--- src/rtl/bcd_pkg.sv ---
`default_nettype none
// ============================================================================
//  Module   : bcd_pkg
//  Purpose  : Shared types and constants for the sequential BCD-to-binary
//             converter: digit width, default sizing, FSM state encoding,
//             BCD digit type and a digit-validity helper.
//  Revision : 1.0 - initial release
// ============================================================================
package bcd_pkg;

  localparam int DIGIT_W        = 4;
  localparam int DEF_NUM_DIGITS = 3;
  localparam int DEF_BIN_W      = 10;

  typedef logic [DIGIT_W-1:0] bcd_digit_t;

  typedef enum logic [1:0] {
    IDLE  = 2'd0,
    SHIFT = 2'd1,
    DONE  = 2'd2
  } bcd2bin_state_t;

  // A BCD nibble is only legal in the range 0..9.
  function automatic logic digit_invalid(input bcd_digit_t d);
    return (d > 4'd9);
  endfunction

endpackage
`default_nettype wire

--- src/rtl/bcd_digit_sub3.sv ---
`default_nettype none
// ============================================================================
//  Module   : bcd_digit_sub3
//  Purpose  : Per-digit correction step of reverse double dabble. A digit
//             that reads 8 or more after a right shift had a carried-in half
//             weight of 8 that is worth only 5 in decimal, so 3 is removed.
//  Ports    : digit     - 4-bit digit after the shift
//             corrected - digit after the conditional subtract-3
//  Revision : 1.0 - initial release
// ============================================================================
module bcd_digit_sub3
  import bcd_pkg::*;
(
  input  bcd_digit_t digit,
  output bcd_digit_t corrected
);

  // 4-bit arithmetic only; no borrow propagates to neighbouring digits.
  assign corrected = (digit >= 4'd8) ? bcd_digit_t'(digit - 4'd3) : digit;

endmodule
`default_nettype wire

--- src/rtl/bcd_to_bin_seq.sv ---
`default_nettype none
// ============================================================================
//  Module   : bcd_to_bin_seq
//  Purpose  : Sequential BCD-to-binary converter (reverse double dabble).
//             Accepts a packed BCD value over a valid/ready handshake, runs
//             BIN_W shift/correct iterations (one per clock) and presents the
//             binary result over a valid/ready handshake.
//  Ports    : clk, rst          - clock (rising edge), async active-high reset
//             in_valid/in_ready - input handshake
//             in_bcd            - packed BCD, {hundreds, tens, ones}
//             out_valid/out_ready - output handshake
//             out_binary        - converted value, held until next result
//             out_err           - invalid-digit flag
//  Options  : BCD_RANGE_CHECK_EN - when defined, any nibble > 9 at accept
//             yields out_err=1 and out_binary=0; otherwise out_err is 0.
//  Revision : 1.0 - initial release
// ============================================================================
module bcd_to_bin_seq
  import bcd_pkg::*;
#(
  parameter int NUM_DIGITS = DEF_NUM_DIGITS,
  parameter int BIN_W      = DEF_BIN_W
) (
  input  logic                        clk,
  input  logic                        rst,
  input  logic                        in_valid,
  output logic                        in_ready,
  input  logic [DIGIT_W*NUM_DIGITS-1:0] in_bcd,
  output logic                        out_valid,
  input  logic                        out_ready,
  output logic [BIN_W-1:0]            out_binary,
  output logic                        out_err
);

  localparam int BCD_W = DIGIT_W * NUM_DIGITS;
  localparam int CNT_W = $clog2(BIN_W);

  bcd2bin_state_t   r_state;
  logic [BCD_W-1:0] r_bcd;
  logic [BIN_W-1:0] r_bin;
  logic [CNT_W-1:0] r_cnt;
  logic [BIN_W-1:0] r_out_binary;
  logic             r_out_valid;
  logic             r_in_ready;

  logic [BCD_W-1:0] w_bcd_shifted;
  logic [BCD_W-1:0] w_bcd_next;
  logic [BIN_W-1:0] w_bin_next;
  logic [BIN_W-1:0] w_result;
  logic             w_last;
  logic             w_accept;

  // The working register {bcd, bin} shifts right as a whole: the bcd LSB
  // falls into the bin MSB.
  assign w_bcd_shifted = r_bcd >> 1;
  assign w_bin_next    = {r_bcd[0], r_bin[BIN_W-1:1]};
  assign w_last        = (r_cnt == CNT_W'(BIN_W - 1));
  assign w_accept      = (r_state == IDLE) && in_valid;

  for (genvar g = 0; g < NUM_DIGITS; g++) begin : g_digit
    bcd_digit_sub3 u_sub3 (
      .digit     (w_bcd_shifted[g*DIGIT_W +: DIGIT_W]),
      .corrected (w_bcd_next[g*DIGIT_W +: DIGIT_W])
    );
  end

`ifdef BCD_RANGE_CHECK_EN
  logic r_err;
  logic r_out_err;
  logic w_in_invalid;

  always_comb begin
    w_in_invalid = 1'b0;
    for (int i = 0; i < NUM_DIGITS; i++) begin
      if (digit_invalid(in_bcd[i*DIGIT_W +: DIGIT_W])) begin
        w_in_invalid = 1'b1;
      end
    end
  end

  // Error is latched at accept and only exposed once the result is final,
  // so latency is the same for good and bad inputs.
  always_ff @(posedge clk or posedge rst) begin
    if (rst) begin
      r_err     <= 1'b0;
      r_out_err <= 1'b0;
    end else if (w_accept) begin
      r_err     <= w_in_invalid;
      r_out_err <= 1'b0;
    end else if ((r_state == SHIFT) && w_last) begin
      r_out_err <= r_err;
    end
  end

  assign w_result = r_err ? '0 : w_bin_next;
  assign out_err  = r_out_err;
`else
  assign w_result = w_bin_next;
  assign out_err  = 1'b0;
`endif

  always_ff @(posedge clk or posedge rst) begin
    if (rst) begin
      r_state      <= IDLE;
      r_bcd        <= '0;
      r_bin        <= '0;
      r_cnt        <= '0;
      r_out_binary <= '0;
      r_out_valid  <= 1'b0;
      r_in_ready   <= 1'b1;
    end else begin
      case (r_state)
        IDLE: begin
          if (in_valid) begin
            r_bcd      <= in_bcd;
            r_bin      <= '0;
            r_cnt      <= '0;
            r_in_ready <= 1'b0;
            r_state    <= SHIFT;
          end
        end
        SHIFT: begin
          r_bcd <= w_bcd_next;
          r_bin <= w_bin_next;
          r_cnt <= r_cnt + CNT_W'(1);
          if (w_last) begin
            r_out_binary <= w_result;
            r_out_valid  <= 1'b1;
            r_state      <= DONE;
          end
        end
        DONE: begin
          // A new in_valid here is not taken; acceptance waits for IDLE.
          if (out_ready) begin
            r_out_valid <= 1'b0;
            r_in_ready  <= 1'b1;
            r_state     <= IDLE;
          end
        end
        default: begin
          r_out_valid <= 1'b0;
          r_in_ready  <= 1'b1;
          r_state     <= IDLE;
        end
      endcase
    end
  end

  assign in_ready   = r_in_ready;
  assign out_valid  = r_out_valid;
  assign out_binary = r_out_binary;

endmodule
`default_nettype wire

--- config.mk ---
export PLATFORM = sky130hd
export DESIGN_NAME = bcd_to_bin_seq
export DESIGN_NICKNAME = d
export VERILOG_FILES = /design/src/rtl/bcd_pkg.sv /design/src/rtl/bcd_digit_sub3.sv /design/src/rtl/bcd_to_bin_seq.sv
export SDC_FILE = /design/constraint.sdc
export NUM_CORES = 1
export LEC_CHECK = 0
export CAP_MARGIN = 20
export CELL_PAD_IN_SITES_DETAIL_PLACEMENT = 2
export CELL_PAD_IN_SITES_GLOBAL_PLACEMENT = 2
export CORE_MARGIN = 1
export CORE_UTILIZATION = 37
export DETAILED_ROUTE_END_ITERATION = 7
export PLACE_DENSITY = 0.8
export SETUP_SLACK_MARGIN = 0.05
export SLEW_MARGIN = 40
export SYNTH_ARGS = -nofsm -noshare
export SYNTH_HDL_FRONTEND = slang
export SYNTH_SLANG_ARGS = --single-unit
--- constraint.sdc ---
create_clock -name clk -period 3.4 [get_ports clk]
set_input_delay 0.68 -clock clk [delete_from_list [all_inputs] [get_ports clk]]
set_output_delay 0.68 -clock clk [all_outputs]
set_load 0.1 [all_outputs]
After elaboration in Yosys (flattened, before gate mapping)
Index checks and enable logic that the tools add are counted.

$add $sub $neg: 4. Order comparisons: 3. Equality and inequality tests: 6. Mux-type cells: 19. Bitwise operators: 2. Reduce and logical (&&, ||, !) cells: 7.

Operator list (count): 12-bit one-hot mux with 2 select lines (1); 10-bit one-hot mux with 2 select lines (1); 4-bit two-way mux (4); 12-bit two-way mux (1); 10-bit two-way mux (1); 3-bit AND reduction (3); 4-bit >= comparator, second input constant (2); 4-bit one-hot mux with 2 select lines (1); 4-bit by 2-bit subtractor with 4-bit output, second input constant (2); 2-bit two-way mux (3); 2-bit != test, second input constant (3); 1-bit one-hot mux with 3 select lines (2); 2-bit one-hot mux with 3 select lines (1); 4-bit by 1-bit adder with 4-bit output, second input constant (1); 4-bit equality test, second input constant (1); 3-bit by 4-bit >= comparator with 1-bit output, second input constant (1); 1-bit two-way mux (4); 2-bit AND reduction (2); 3-bit by 2-bit subtractor with 4-bit output, second input constant (1); 2-bit by 1-bit equality test with 1-bit output, second input constant (1); 2-bit equality test, second input constant (1); 2-bit logical NOT (1); 1-bit inverter (2); 2-bit nonzero test (1).

Bits in registers: 40. Input port bits: 16. Output and inout bits: 13. Logic and storage cells: 48.

Logic depth before layout (Yosys ltp)
Gate-level depths: netlist of run 1.

Depth in word-level cells: 3. Gate-level depth with buffers: 5. Depth with buffers taken out: 5.

Hierarchy
A second synthesis of run 1 with hierarchy kept.

Cells, all modules: 169. Area, all modules: 1906.8 sq um.

Modules (own cells, without submodules): bcd_to_bin_seq (instances 1, cells an instance 136, area each 1677.9 sq um, seq. area each 977.2 sq um); bcd_digit_sub3 (instances 3, cells an instance 11, area each 76.3 sq um, seq. area each 0.0 sq um).

Worst setup path before layout of run 1
No wires, ideal clock.

Path kind: reg-to-output. Start point: register r_out_valid (netlist: out_valid). End point: output out_valid. Arrival time: 0.898 ns. Data required time: 2.720 ns. Setup slack: 1.822 ns. Cell stages (with the launch flop): 1. Path buffers: 0. Cells stage by stage: dfrtp_1.

RTL lines: start, declared (RTL line bcd_to_bin_seq.sv:43) `logic r_out_valid;`; start signal, assigned (RTL line bcd_to_bin_seq.sv:109) `r_out_valid <= 1'b0;`; start signal, assigned (RTL line bcd_to_bin_seq.sv:128) `r_out_valid <= 1'b1;`; start signal, assigned (RTL line bcd_to_bin_seq.sv:135) `r_out_valid <= 1'b0;`; end, declared (RTL line bcd_to_bin_seq.sv:29) `output logic out_valid,`.

No word-level cell between the ends.

Worst setup path after layout of run 1
Start point: input in_valid. End point: register r_cnt[3].

Cells in the longest elaborated chain, start to end: 2.

RTL lines: start, declared (RTL line bcd_to_bin_seq.sv:26) `input logic in_valid,`; 2-bit != test (no source line); 2-bit AND reduction (no source line); end signal, assigned (RTL line bcd_to_bin_seq.sv:125) `r_cnt <= r_cnt + CNT_W'(1);`; end, declared (RTL line bcd_to_bin_seq.sv:41) `logic [CNT_W-1:0] r_cnt;`.

No other way between the ends. A chain may end at the register's enable or synchronous reset.

==> results of run 1 <==
-- sequential cells by signal, indices dropped and copies added (netlist names) --
register,flops
out_binary,10
in_ready,1
r_bcd,12
r_bin,9
r_cnt,4
out_valid,1
r_state,2
-- Yosys cell counts (2+ instances only) --
master	number	area, µm²
dfrtp_1	38	950.9
clkbuf_1	3	11.26
xor2_1	2	17.52
a31oi_1	3	18.77
o22ai_1	5	31.28
a41oi_1	2	17.52
a21o_1	2	15.01
buf_2	4	20.02
o21bai_1	2	15.01
nand2_1	9	33.78
o21ai_0	8	40.04
mux2i_1	4	40.04
a2bb2oi_1	2	17.52
a21oi_1	6	30.03
o22a_1	2	17.52
inv_1	11	41.29
nor2b_1	7	43.79
mux2_1	8	90.09
nor2_1	5	18.77
o211a_1	2	20.02
a22o_1	9	78.83
ha_1	6	75.07
a22oi_1	2	15.01
xnor2_1	2	17.52
mux2_2	2	22.52
-- layout make-up --
| class | count | area [µm²] |
|---|---|---|
| multi-input cells | 100 | 752.0 |
| fillers | 494 | 2491 |
| repair buffers | 30 | 245.2 |
| flip-flops and latches | 39 | 977.2 |
| clock inverters | 2 | 60.06 |
| well taps | 67 | 83.83 |
| clock buffers | 6 | 72.57 |
| inverters | 11 | 41.29 |
-- routing by layer --
layer  vias to the layer above  wire length, µm  GRT usage (%)
met5                         -                0              0
met4                         0               49          7.625
met3                         5              107          3.333
met2                        20             2572          37.59
met1                       692             2121          26.04
li1                        613                -              -
-- cell families after synthesis --
kind of cell	count (synthesis)	share of synthesized area [%]
other	1	0.2054
buffers and inverters	21	5.277
AOI/OAI and AO/OA	49	19.33
adders and majority gates	6	4.112
DFF	39	53.53
muxes	14	8.362
and+or+nand+nor	26	7.265
xor gates and xnor gates	4	1.919
-- through the flow --
stage | hold WS [ns] | setup slack [ns] | utilization, %
floorplan | 0.4646 | 1.822 | -
global placement | 0.4706 | 0.9514 | 45.19
detailed placement | 0.4812 | 0.8145 | 44.45
CTS | 0.4993 | 1.092 | 47.26
global route | 0.5198 | 0.8880 | 47.26
finish | 0.4920 | 1.060 | 47.26
-- final timing paths --
check | startpoint | cells after the start | slack, ns | endpoint
max | in_valid | 4 | 1.06 | r_cnt[3]$_DFFE_PP0P_
min | out_binary[5]$_DFFE_PP0P_ | 1 | 0.49 | out_binary[5]$_DFFE_PP0P_
max reg2reg | r_state[0]$_DFFE_PP0P_ | 3 | 1.45 | r_cnt[3]$_DFFE_PP0P_
min reg2reg | out_binary[5]$_DFFE_PP0P_ | 1 | 0.49 | out_binary[5]$_DFFE_PP0P_
max in group asynchronous | rst | 3 | 2.13 | r_state[0]$_DFFE_PP0P_
min in group asynchronous | rst | 2 | 0.68 | r_bcd[11]$_DFFE_PP0P_
-- power groups by stage --
| stage | Combinational, mW | Sequential, mW | Clock (mW) |
|---|---|---|---|
| floorplan | 0.557 | 1.24 | 0 |
| global placement | 1.18 | 0.880 | 0 |
| detailed placement | 1.21 | 0.904 | 0 |
| CTS | 1.22 | 0.898 | 0.468 |
| global route | 1.30 | 0.927 | 0.482 |
| finish | 1.21 | 0.893 | 0.459 |
==> results by group, run 1 <==
Setup path
  • CP required: 3.61 ns
  • CP endpoint kind: register
  • Worst-path fanout max: 19
  • CP Cell Sequence: clkdlybuf4s50_1 > o21bai_2 > inv_1 > a31oi_1
  • Top delay family on crit path: compound AO/OA/AOI/OAI gates
  • Worst setup SP type: primary input
  • CP max stage delay: roughly 0.74 ns
  • Crit path DAT: around 2.6 ns
  • Worst path slowest cell: o21bai_2
  • WP buf/inv: 2
  • Setup CP Type: primary input to register

Pwr
  • Cell Int Power: 1.354 mW
  • Clock power frac: between 10% and 20%
  • Switching Fraction: a little under half
  • Peak VDD IR: 449.8 µV
  • Power Total: 2.557 mW
  • Flop pwr share: 34.9%
  • Gate power share: around 47%
  • Pwr/cell area: about 1100 nW/µm²
  • Leak: around 1.1 nW
  • Sw power: around 1.2 mW

Clocking
  • Clock buffer depth: 2
  • Total CTS buffers: 5
  • Cts hold-fix bufs: 0
  • Clock Latency Late Sink: around 0.29 ns
  • Clock Tree Root: clkbuf_8
  • Clk sink count: 39
  • CTS clk-pin slew, worst paths: approximately 0.08 ns
  • # resized after CTS: 0
  • CTS H-tree depth: 2
  • CTS tree: yes
  • Post-CTS Setup Repair Bufs: 0

Yosys
  • Syn avg cell area: between 10 and 15 µm²
  • Post-Syn Area: 1826 µm²
  • Top FF cell, synth: dfrtp_1
  • Number of synthesized flops with an enable pin: 0
  • Yosys reg bits: 39
  • Yosys warns: 0
  • Asr flop ratio synth: between 90% and 100%
  • Count of cell types in the netlist: 39
  • Post-synthesis sequential area ratio: a little over half
  • Post-Syn Instances: 160
  • Syn_nets: 182

STA
  • RSZ-0062 raised after global routing: false
  • Final Max Slew Viols: 0
  • Skew final: around 0.0022 ns
  • Fmax: 0.4274 GHz
  • Worst-margin pin slew: about 0.83 ns
  • Final Critical Period: 2.340 ns
  • Fin. Hold Viols: 0
  • Rel. slew slack: 44.87%
  • Setup violators final: 0
  • Total negative setup slack: 0 ns
  • Period Utilization, post-route: between 60% and 70%

Finish
  • Post-layout net count: between 200 and 250
  • Commonest non-fill, non-tap cell in the layout: dfrtp_1
  • Filler-free cell count of the finished design: around 260
  • Layout cells sized above 1: 14.36%
  • Most frequent cells in the layout: dfrtp_1, clkdlybuf4s50_1, inv_1, nand2_1, a22o_1
  • Finished Cell Area: 2232 µm²
  • N_diodes: 0
  • Area grow syn2layout: 22.28%

Floorplan
  • Die Area: approximately 5200 µm²
  • Die Y: 72.24 µm
  • Area of the core: ~4700 µm²
  • Die W: ~72 µm
  • # IOs: 29
  • Initial Util: between 30 and 40%
  • FP Rows: 25

Placement
  • Placer Congestion: 0.7424
  • Placed cell areas: roughly 2100 µm²
  • Placed insts: 247
  • Input/output buffers: 27
  • Post-DP HPWL: ~3500 µm

Global routing
  • Vias in the first global route: 1579
  • First-pass GRT wire length: a little over 8000 µm
  • Grt ovf: 0
  • Antenna violations before repair: 0
  • Largest net degree at the start of global routing: 20
  • Tot GR Track Use: 21.19%

Detailed routing
  • First-pass DRT Iterations: 4
  • Antenna Nets Post-Route: 0
  • DRT iter0 DRCs: 40
  • Vias post-DR: ~1300
  • DRC: 0
  • Total wire length: ~4900 µm
  • Routed len/inst: between 15 and 20 µm
  • DR vias/cell: ~5.2

Worst hold path
  • Worst hold path class: register to register

Outcome
  • Status: complete, no violations

Flow run
  • Number of max-cap violations: 0
Note: power is estimated with default switching activity, not from simulation.
==> inputs of run 2 (changes only) <==
--- a/config.mk
+++ b/config.mk
@@ -9,9 +9,9 @@
 export CELL_PAD_IN_SITES_DETAIL_PLACEMENT = 2
 export CELL_PAD_IN_SITES_GLOBAL_PLACEMENT = 2
 export CORE_MARGIN = 1
-export CORE_UTILIZATION = 37
+export CORE_UTILIZATION = 34
 export DETAILED_ROUTE_END_ITERATION = 7
-export PLACE_DENSITY = 0.8
+export PLACE_DENSITY = 0.74
 export SETUP_SLACK_MARGIN = 0.05
 export SLEW_MARGIN = 40
 export SYNTH_ARGS = -nofsm -noshare
==> constraint.sdc (replaced) <==
create_clock -name clk -period 2.17 [get_ports clk]
set_input_delay 0.434 -clock clk [delete_from_list [all_inputs] [get_ports clk]]
set_output_delay 0.434 -clock clk [all_outputs]
set_load 0.1 [all_outputs]
==> run 2 against run 1 <==
First-iteration DRC count is 20% lower; clock-buffer cell count decreased by 1; critical path depth is 1 lower; global-route usage down 2.8 points; cell count up 3.1%; non-clock buffer count increased by 5; sequential share of layout area shrank 0.29 points; via count up 2.6%; critical path type is now register to register; critical endpoint is now out_binary[3]$_DFFE_PP0P_.
==> results by group, run 2 (synthesized netlist as in run 1, its figures left out) <==
Outcome
  • Status: complete, no violations (unchanged)

Global routing
  • Vias in the first global route: 1490 (was 1579)
  • Tot GR Track Use: 18.41% (was 21.19%)
  • Largest net degree at the start of global routing: 40 (was 20)
  • First-pass GRT wire length: 7569 µm (was 8135 µm)
  • Antenna violations before repair: 0 (unchanged)
  • Grt ovf: 0 (unchanged)

Detailed routing
  • Antenna Nets Post-Route: 0 (unchanged)
  • Total wire length: 4494 µm (was 4851 µm)
  • DR vias/cell: 5.190 (was 5.216)
  • Vias post-DR: 1365 (was 1330)
  • Routed len/inst: 17.09 µm (was 19.02 µm)
  • DRT iter0 DRCs: 32 (was 40)
  • First-pass DRT Iterations: 4 (unchanged)
  • DRC: 0 (unchanged)

Floorplan
  • FP Rows: 26 (was 25)
  • Die W: 75.28 µm (was 72.24 µm)
  • # IOs: 29 (unchanged)
  • Die Area: 5666 µm² (was 5219 µm²)
  • Initial Util: 35.52% (was 38.65%)
  • Die Y: 75.28 µm (was 72.24 µm)
  • Area of the core: 5140 µm² (was 4723 µm²)

Setup path
  • Worst-path fanout max: 12 (was 19)
  • CP Cell Sequence: nor2b_1 > and4_4 > mux2_1 (was clkdlybuf4s50_1 > o21bai_2 > inv_1 > a31oi_1)
  • CP max stage delay: 0.53 ns (was 0.74 ns)
  • Crit path DAT: 1.78 ns (was 2.55 ns)
  • CP endpoint kind: register (unchanged)
  • Worst path slowest cell: dfrtp_1 (was o21bai_2)
  • CP required: 2.35 ns (was 3.61 ns)
  • Setup CP Type: register to register (was primary input to register)
  • Worst setup SP type: register (was primary input)

STA
  • Final Critical Period: between 1.5 and 2 ns
  • Period Utilization, post-route: between 70% and 80%
  • Fmax: 0.6215 GHz
  • Total negative setup slack: 0 ns (unchanged)
  • RSZ-0062 raised after global routing: false (unchanged)
  • Worst-margin pin slew: 0.5121 ns (was 0.8264 ns)
  • Final Max Slew Viols: 0 (unchanged)
  • Final WS setup: 0.5610 ns (was 1.060 ns)
  • Setup violators final: 0 (unchanged)
  • Fin. Hold Viols: 0 (unchanged)
  • Rel. slew slack: 65.86% (was 44.87%)
  • Skew final: 0.005673 ns (was 0.002190 ns)

Clocking
  • # resized after CTS: 0 (unchanged)
  • CTS tree: yes (unchanged)
  • Cts hold-fix bufs: 0 (unchanged)
  • Clock Tree Root: clkbuf_8 (unchanged)
  • CTS clk-pin slew, worst paths: 0.08 ns (about the same)
  • Clk sink count: 39 (unchanged)
  • CTS H-tree depth: 2 (unchanged)
  • Clock Latency Late Sink: 0.30 ns (was 0.29 ns)
  • Post-CTS Setup Repair Bufs: 0 (unchanged)
  • Total CTS buffers: 5 (unchanged)
  • Clock buffer depth: 2 (unchanged)

Placement
  • Post-DP HPWL: 3153 µm (was 3454 µm)
  • Placer Congestion: 0.7372 (was 0.7424)
  • Pre-CTS setup slack: 0.3102 ns (was 0.8145 ns)
  • Placed cell areas: 2158 µm² (was 2100 µm²)
  • Input/output buffers: 27 (unchanged)

Finish
  • Area grow syn2layout: 23.10% (was 22.28%)
  • Multi-input logic area: 752.0 µm² (unchanged)
  • Post-layout net count: 214 (was 209)
  • Max reg flops: 12 (unchanged)
  • Most frequent cells in the layout: dfrtp_1, buf_4, clkdlybuf4s50_1, inv_1 (was dfrtp_1, clkdlybuf4s50_1, inv_1, nand2_1, a22o_1)
  • Commonest non-fill, non-tap cell in the layout: dfrtp_1 (unchanged)
  • Most flops, register: r_bcd (unchanged)
  • Finished Cell Area: 2247 µm² (was 2232 µm²)
  • N_diodes: 0 (unchanged)
  • Layout cells sized above 1: 17.10% (was 14.36%)
  • # fillers: 568 (was 494)
  • Register Area: 977.2 µm² (unchanged)
  • Final Util: 43.72% (was 47.26%)

Worst hold path
  • Worst hold path class: register to register (unchanged)

Pwr
  • Leak: 1.072 nW (was 1.070 nW)
  • Pwr/cell area: 1698 nW/µm² (was 1146 nW/µm²)
  • Peak VDD IR: 669.7 µV (was 449.8 µV)

Flow run
  • Number of max-cap violations: 0 (unchanged)
run 2: cell types whose count changed in the layout (fill, tap and decap cells not counted), sizes merged:
cell      change
clkinvlp      +2
clkbuf        -1
clkinv        +1
bufinv        -2
buf           +5
run 2: path summary, 6_finish.rpt:
kind,startpoint,endpoint,slack [ns],cells after the start
max,r_state[1]$_DFFE_PP0P_,out_binary[3]$_DFFE_PP0P_,0.56,3
min,out_valid$_DFFE_PP0P_,out_valid$_DFFE_PP0P_,0.49,1
max reg2reg,r_state[1]$_DFFE_PP0P_,out_binary[3]$_DFFE_PP0P_,0.56,3
min reg2reg,out_valid$_DFFE_PP0P_,out_valid$_DFFE_PP0P_,0.49,1
max in group asynchronous,rst,in_ready$_DFFE_PP1P_,1.24,3
min in group asynchronous,rst,r_cnt[2]$_DFFE_PP0P_,0.57,3
run 2: report_power, final:
group          internal, mW  switching (mW)  leakage (nW)
registers              1.06           0.310         0.492
logic                 0.669            1.29         0.539
clock network         0.224           0.271        0.0402
total                  1.95            1.87          1.07
run 2: routing by layer:
metal	track usage (%)	wire (µm)	vias to the layer above	share of wire, %
li1	-	-	625	-
met1	23.69	2026	705	45
met2	30.13	2246	24	50
met3	4.953	149	11	3.3
met4	6.173	72	0	1.6
met5	0	0	-	0
run 2: metrics by stage:
| step | cells | power (mW) | hold WS, ns |
|---|---|---|---|
| after floorplan | 160 | 2.817 | 0.4646 |
| after global placement | 255 | 3.245 | 0.4715 |
| after detailed placement | 255 | 3.347 | 0.4793 |
| after CTS | 263 | 3.868 | 0.4985 |
| after global routing | 263 | 4.069 | 0.5191 |
| final | 263 | 3.817 | 0.4935 |
run 2: worst max-delay path, delay by kind of cell, from the launching register on:
kind	cells	cell delay, ns
AND/OR/NAND/NOR	2	0.60
multiplexers	1	0.36
flip-flops	1	0.53
run 2: layout make-up:
type	count	share of cell area (%)
sequential	39	43.49
multi-input combinational	100	33.46
timing repair buffer	35	13.36
tap	70	3.898
clock buffer	5	3.062
inverter	11	1.837
clock inverter	3	0.8909
